--- config.mk ---
export PLATFORM = sky130hd
export DESIGN_NAME = multibyte_instruction_register
export DESIGN_NICKNAME = d
export VERILOG_FILES = /design/src/rtl/multibyte_instruction_register.sv
export SDC_FILE = /design/constraint.sdc
export NUM_CORES = 1
export LEC_CHECK = 0
export CAP_MARGIN = 5
export CORE_ASPECT_RATIO = 1.75
export CORE_MARGIN = 2
export CORE_UTILIZATION = 36
export CTS_CLUSTER_DIAMETER = 150
export DETAILED_ROUTE_END_ITERATION = 7
export PLACE_DENSITY = 0.65
export SLEW_MARGIN = 20
export SYNTH_ARGS = -nofsm -noshare
export SYNTH_HDL_FRONTEND = slang
export SYNTH_SLANG_ARGS = --single-unit
--- constraint.sdc ---
create_clock -name clk -period 2.3 [get_ports clk]
set_input_delay 0.23 -clock clk [delete_from_list [all_inputs] [get_ports clk]]
set_output_delay 0.23 -clock clk [all_outputs]
set_load 0.02 [all_outputs]
--- src/rtl/multibyte_instruction_register.sv ---
// Assembles a NUM_BYTES x BYTE_W instruction from sequential or addressed byte writes; inst_valid rises one cycle after the last byte.
// Backpressure: writes to a FULL register with inst_ready low are dropped and flagged on err_ovf; consume plus write starts the new instruction.
module multibyte_instruction_register #(
  parameter int BYTE_W    = 8,
  parameter int NUM_BYTES = 2,
  parameter int ENDIAN    = 0,
  parameter int SEL_W     = $clog2(NUM_BYTES),
  parameter int CNT_W     = $clog2(NUM_BYTES + 1)
) (
  input  logic                        clk,
  input  logic                        rst,
  input  logic                        clr,
  input  logic                        E,
  input  logic                        auto_seq,
  input  logic [SEL_W-1:0]            sel,
  input  logic [BYTE_W-1:0]           I,
  output logic [BYTE_W*NUM_BYTES-1:0] Q,
  output logic                        inst_valid,
  input  logic                        inst_ready,
  output logic [CNT_W-1:0]            byte_cnt,
  output logic                        err_ovf
);

  localparam int INSTR_W = BYTE_W * NUM_BYTES;

  logic [NUM_BYTES-1:0] mask;
  logic [NUM_BYTES-1:0] base_mask;
  logic [NUM_BYTES-1:0] mask_nxt;
  logic [CNT_W-1:0]     base_cnt;
  logic [CNT_W-1:0]     cnt_nxt;
  logic [CNT_W-1:0]     cnt_inc;
  logic [INSTR_W-1:0]   q_nxt;
  logic                 consume;
  logic                 base_full;
  logic                 slot_ok;
  logic                 do_write;
  logic                 err_nxt;
  int                   slot_i;

  // A consume on this edge empties the register first, so a coincident write lands in the new instruction.
  always_comb begin
    consume   = inst_valid & inst_ready;
    base_mask = consume ? '0 : mask;
    base_cnt  = consume ? '0 : byte_cnt;
    base_full = &base_mask;

    if (auto_seq) begin
      slot_i  = (ENDIAN != 0) ? (NUM_BYTES - 1 - int'(base_cnt)) : int'(base_cnt);
      slot_ok = int'(base_cnt) < NUM_BYTES;
    end else begin
      slot_i  = int'(sel);
      slot_ok = int'(sel) < NUM_BYTES;
    end

    do_write = E & slot_ok & ~base_full;
    err_nxt  = E & (~slot_ok | base_full);

    q_nxt    = Q;
    mask_nxt = base_mask;
    for (int b = 0; b < NUM_BYTES; b++) begin
      if (do_write && (slot_i == b)) begin
        q_nxt[b*BYTE_W +: BYTE_W] = I;
        mask_nxt[b]               = 1'b1;
      end
    end

    cnt_inc = {{(CNT_W-1){1'b0}}, do_write & auto_seq};
    cnt_nxt = base_cnt + cnt_inc;
  end

  always_ff @(posedge clk or negedge rst) begin
    if (!rst) begin
      Q          <= '0;
      mask       <= '0;
      byte_cnt   <= '0;
      inst_valid <= 1'b0;
      err_ovf    <= 1'b0;
    end else if (clr) begin
      Q          <= '0;
      mask       <= '0;
      byte_cnt   <= '0;
      inst_valid <= 1'b0;
      err_ovf    <= 1'b0;
    end else begin
      Q          <= q_nxt;
      mask       <= mask_nxt;
      byte_cnt   <= cnt_nxt;
      inst_valid <= &mask_nxt;
      err_ovf    <= err_nxt;
    end
  end

endmodule
==> metrics.txt, run 1 <==
vias=857; cell mode on critical path=nor2_1; Multi-input gate area=492 um2; pin count of the biggest net entering global routing=23; Rel. slew slack=between 60% and 70%; slowest cell on the critical path=clkdlybuf4s50_1; CTS Sinks=22; Ant. Diodes=0; Worst VDD drop=~0.44 mV; post-CTS sizing=0; Post-Synth XOR/XNOR Area=less than 1%; cells after synthesis=106; total area of sequential cells=551 um2; CORE AREA=2930 um2; Max Slew Vio Count=0; Reg2Reg Depth=6; flop2flop setup slack=around 700 ps; Final Wtd Congestion=0.772; share of layout cells above drive strength 1=around 8.6%; FF-to-FF Start=inst_valid; area grow syn2layout=37.3%; #FFs+latches synth=22; period utilization=73.6%; synth unique cells=26; final setup fails=0; worst clock skew=2.42 ps; simple logic cell fraction of the synthesized area=23.3%; fin crit period=between 1500 and 2000 ps; share of the synthesized area in the top cell type=50.2%; Die Y-Extent=77.0 um; post-synthesis sequential area ratio=50.2%; GRT Total Usage=14.1%; Synth Area in Adders=1.14%; initial antenna violation count=0; critical path capture point type=flop; Max Root-Sink Buffers=2; max_cap viols=0; actual slew at the worst max-slew pin=470 ps; Post-CTS Setup Bufs=0; # nets final=157; synth top area cells=dfrtp_1 50%, nand2b_1 9.7%, mux2i_1 7.3%; worst-skew pair later-pin latency=between 200 and 300 ps; first-pass GRT wire length=3710 um; TritonCTS buffer count=3; Post-Route Setup TNS=0 ps; reg-to-reg endpoint=byte_cnt[1]; pwr dens=a little under 600 nW/um2; Worst Hold Class=primary input to async pin; Clock Pin Slew Worst Setup and Hold Paths=80 ps; Routed Antenna Nets=0; Rows=26; status=finished, final reports clean; CP arrival=between 1500 and 2000 ps; post-DP HPWL=1740 um; CP Launch Type=primary input; Fillers=283; die footprint=3520 um2; RSZ-0062 raised after global routing=no; leading area contributor after synthesis=dfrtp_1; crit-path cells=clkdlybuf4s50_1 > a22oi_2 > o21ai_2 > nor2_1 > ha_1 > xor2_1 > nor2_1; GR Overflow Total=0; DR WL/cell=13.6 um; mapped cell area=roughly 1100 um2; CTS tree=built; Ports=35; final hold violation count=0; mux cell area share after synthesis=7.30%; fmax=591 MHz; vias in the first global route=861; Compound-Gate Fraction of Synth Area=12.3%; post-synthesis average cell area=10.4 um2; DR DRC count=0; Mapped Nets=122; Synth Warn #=0; CP max stage delay=570 ps; cts hold-fix bufs=0; CP Max Fanout=12; number of H-tree levels=1; WS Path Type=primary input to flop; Initial Util=37.5%; final WL=2290 um; via/cell ratio=5.10; number of DRC markers in iteration 0=18; Die X=roughly 46 um; leakage power=0.651 nW; largest family of logic cells by synthesized area=simple AND/OR/NAND/NOR gates; WHS=312 ps; root buf cell=clkbuf_8; port buffer count=34; DRT Pass-1 Iters=4; worst path required time=2450 ps
-- final cells by class --
type                    instances  share of cell area [%]
flip-flops and latches         22                    36.5
multi-input cells              75                    32.6
repair buffers                 38                    24.6
clock buffers                   4                    3.65
well taps                      28                    2.33
inverters                       1                   0.249
-- worst max-delay path: cells and delay by family --
family	cells	cell delay, ps
buffers and inverters	1	570
AND/OR/NAND/NOR	2	130
XOR/XNOR	1	170
adder cells (fa/ha/maj)	1	230
AO/OA/AOI/OAI	2	500
-- synthesized netlist by cell type --
cell type  count
a21oi_1        3
a22oi_2        1
a31oi_1        1
a31oi_2        1
and2_1         2
buf_2          1
buf_4          1
buf_6          2
clkbuf_1       3
clkbuf_2       1
dfrtp_1       22
ha_1           1
inv_1          1
mux2i_1        8
nand2_1        4
nand2b_1      17
nand2b_4       1
nand3_1        1
nand3b_1       2
nor2_1         2
nor2b_1       11
nor3_1         1
o21ai_0       16
o21ai_2        1
or2_1          1
xor2_1         1
-- state kept, by name (all words and copies together) (netlist names) --
register	cells
err_ovf	1
byte_cnt	2
mask	2
Q	16
inst_valid	1
-- cells in the final DEF (no fill, tap or decap), drive strengths merged --
master,Yosys,layout
a21oi,3,3
a22oi,1,1
a31oi,2,2
and2,2,2
buf,4,4
clkbuf,4,4
clkdlybuf4s50,0,34
dfrtp,22,22
ha,1,1
inv,1,1
mux2i,8,8
nand2,4,4
nand2b,18,18
nand3,1,1
nand3b,2,2
nor2,2,2
nor2b,11,11
nor3,1,1
o21ai,17,17
or2,1,1
xor2,1,1
-- per-layer routing --
| metal | routed length (um) | vias up | track usage (%) | part of all wire, % |
|---|---|---|---|---|
| li1 | - | 418 | - | - |
| met1 | 930 | 420 | 17.0 | 41 |
| met2 | 1250 | 17 | 23.2 | 54 |
| met3 | 94 | 2 | 2.59 | 4.1 |
| met4 | 17 | 0 | 6.00 | 0.74 |
| met5 | 0 | - | 0 | 0 |
-- kinds of logic after synthesis --
family	after synthesis
AO/OA/AOI/OAI	23
XOR/XNOR	1
adder cells (fa/ha/maj)	1
buffers and inverters	9
flip-flops	22
multiplexers	8
AND/OR/NAND/NOR	42
-- through the flow --
| stage | setup WS [ps] | instances | utilization, % | power [W] | area (um2) |
|---|---|---|---|---|---|
| 2_1_floorplan | 792 | 106 | - | 0.000529 | 1100 |
| 3_3_place_gp | 379 | 164 | 49.6 | 0.000613 | 1450 |
| 3_5_place_dp | 338 | 164 | 49.6 | 0.000615 | 1450 |
| 4_1_cts | 605 | 168 | 51.5 | 0.000889 | 1510 |
| 5_1_grt | 456 | 168 | 51.5 | 0.000916 | 1510 |
| 6_report | 608 | 168 | 51.5 | 0.000877 | 1510 |
-- how the worst max path moves through the flow --
stage,cells past startpoint,from,endpoint
finish,7,auto_seq,byte_cnt[1]
global route,5,auto_seq,Q[15]
CTS,5,auto_seq,Q[6]
detailed placement,5,auto_seq,Q[6]
global placement,5,auto_seq,Q[10]
floorplan,6,inst_valid,byte_cnt[0]
-- power by group --
part | leakage [nW] | total (W) | switching, W | internal, W
sequential | 0.299 | 0.000424 | 0.0000150 | 0.000409
clock | 0.0288 | 0.000273 | 0.000120 | 0.000152
combinational | 0.324 | 0.000180 | 0.0000886 | 0.0000918
(Power assumes the default switching activity.)
==> inputs of run 2 (changes only) <==
==> constraint.sdc (replaced) <==
create_clock -name clk -period 1.6 [get_ports clk]
set_input_delay 0.16 -clock clk [delete_from_list [all_inputs] [get_ports clk]]
set_output_delay 0.16 -clock clk [all_outputs]
set_load 0.02 [all_outputs]
==> metrics.txt, run 2 (same netlist as run 1, synthesis figures left out) <==
initial antenna violation count=0 (unchanged); share of layout cells above drive strength 1=14.1% (+5.5 points); Worst Hold Class=primary input to async pin; final hold violation count=0 (unchanged); port buffer count=34 (unchanged); Clock Pin Slew Worst Setup and Hold Paths=80 ps (about the same); status=finished, final reports clean; leading cell type in the layout, fill and taps excluded=clkdlybuf4s50_1; RSZ-0062 raised after global routing=no; Reg2Reg Depth=6 (unchanged); CTS Sinks=22 (unchanged); WHS=243 ps (-69.5 ps); dpl ws=-88.2 ps (-426 ps); fmax=681 MHz; CP Launch Type=flop; reg-to-reg endpoint=Q[7]; pin count of the biggest net entering global routing=23 (unchanged); Top Registers=Q (16), byte_cnt (2), mask (2); FF-to-FF Start=byte_cnt[1]; TritonCTS buffer count=3 (unchanged); actual slew at the worst max-slew pin=293 ps (-176 ps); Max Root-Sink Buffers=2 (unchanged); CP arrival=1310 ps (-540 ps); post-CTS sizing=0 (unchanged); Largest Register=Q; Initial Util=37.5% (unchanged); worst path required time=1440 ps (-1010 ps); DR WL/cell=13.7 um (+0.93%); Worst VDD drop=0.649 mV (+47%); leakage power=0.694 nW (+6.5%); design area=1570 um2 (+4.5%); worst clock skew=5.16 ps (+2.74 ps); via/cell ratio=4.93 (-3.4%); flop2flop setup slack=150 ps (-530 ps); Routed Antenna Nets=0 (unchanged); Fillers=263 (-7.1%); placed cell areas=1520 um2 (+4.7%); crit path buf inv count=1 (unchanged); period utilization=91.8%; Post-Route Setup TNS=0 ps (unchanged); Rows=26 (unchanged); DR DRC count=0 (unchanged); fin crit period=1470 ps; critical path capture point type=output pin; max reg flops=16 (unchanged); DRT Pass-1 Iters=4 (unchanged); Final Wtd Congestion=0.785 (+1.7%); crit-path cells=clkdlybuf4s50_1; final setup fails=0 (unchanged); Max Slew Vio Count=0 (unchanged); Ports=35 (unchanged); max_cap viols=0 (unchanged); final WL=2430 um (+6.3%); first-pass GRT wire length=4040 um (+9.1%); CP max stage delay=630 ps (+60 ps); Post-CTS Setup Bufs=0 (unchanged); cts hold-fix bufs=0 (unchanged); die footprint=3520 um2 (unchanged); Rel. slew slack=80.4% (+12 points); GR Overflow Total=0 (unchanged); worst-skew pair later-pin latency=260 ps (about the same); area grow syn2layout=43.4%; # nets final=166 (+5.7%); slowest cell on the critical path=clkdlybuf4s50_1; Die Y-Extent=77.0 um (unchanged); number of H-tree levels=1 (unchanged); commonest non-fill, non-tap cells in the layout=34 x clkdlybuf4s50_1, 22 x dfrtp_1, 17 x nand2b_1; CTS tree=built; root buf cell=clkbuf_8; delay-heaviest family, CP=buffers and inverters; Ant. Diodes=0 (unchanged); vias=872 (+1.8%); vias in the first global route=911 (+5.8%); WS Path Type=flop to output pin; pwr dens=821 nW/um2 (+41%); CORE AREA=2930 um2 (unchanged); GRT Total Usage=15.5% (+1.5 points); number of DRC markers in iteration 0=17 (-1); CP Max Fanout=4 (-8); post-DP HPWL=1860 um (+7.1%); Die X=45.7 um (unchanged); fin worst setup slack=132 ps (-476 ps)
==> run 2: changes by cell type in the layout (fill, tap and decap cells not counted), sizes merged <==
cell  delta
buf      +9
==> run 2: where the power goes <==
part           internal (W)  leakage (nW)  switching [W]
clock              0.000219        0.0288       0.000181
sequential         0.000588         0.299      0.0000225
combinational      0.000149         0.366       0.000132
==> run 2: metrics by stage <==
step | instances | total power [W] | util [%]
2_1_floorplan | 106 | 0.000761 | -
3_3_place_gp | 173 | 0.000901 | 51.9
3_5_place_dp | 173 | 0.000907 | 51.9
4_1_cts | 177 | 0.00131 | 53.8
6_report | 177 | 0.00129 | 53.8
5_1_grt | 177 | 0.00135 | 53.8
==> run 2: area by class of cell <==
type	instances	area, um2	share of cell area, %
inverters	1	3.75	0.238
multi-input cells	75	492	31.2
flip-flops and latches	22	551	35.0
clock buffers	4	55.1	3.50
well taps	28	35.0	2.23
repair buffers	47	438	27.8
==> run 2: how the worst max path moves through the flow <==
stage          depth (start not counted)  slack, ps     endpoint         from
2_1_floorplan                          6         90  byte_cnt[0]   inst_valid
3_3_place_gp                           6        -20         Q[1]     auto_seq
3_5_place_dp                           7        -90         Q[7]     auto_seq
4_1_cts                                1        130  byte_cnt[1]  byte_cnt[1]
5_1_grt                                5         40         Q[8]  byte_cnt[1]
6_report                               1        130  byte_cnt[1]  byte_cnt[1]
==> run 2: per-layer routing <==
| metal | wire length, um | share of wire, % | GRT usage, % | up-vias |
|---|---|---|---|---|
| met5 | 0 | 0 | 0 | - |
| met4 | 42 | 1.7 | 6.86 | 0 |
| met3 | 72 | 3.0 | 2.12 | 5 |
| met2 | 1340 | 55 | 27.5 | 20 |
| met1 | 973 | 40 | 17.2 | 410 |
| li1 | - | - | - | 437 |
==> run 2: worst register-to-register path, cell delays in order, from the launching register on <==
cell	delay (ps)
dfrtp_1	430
a22oi_2	240
o21ai_2	100
buf_4	140
nor2b_1	110
buf_4	150
mux2i_1	210
==> inputs of run 3 (changes only) <==
--- a/config.mk
+++ b/config.mk
@@ -11,6 +11,7 @@
 export CORE_UTILIZATION = 36
 export CTS_CLUSTER_DIAMETER = 150
 export DETAILED_ROUTE_END_ITERATION = 7
+export HOLD_SLACK_MARGIN = 0.15
 export PLACE_DENSITY = 0.65
 export SLEW_MARGIN = 20
 export SYNTH_ARGS = -nofsm -noshare
==> results of run 3 <==
Final layout, timing and power as in run 2 (identical DEF).
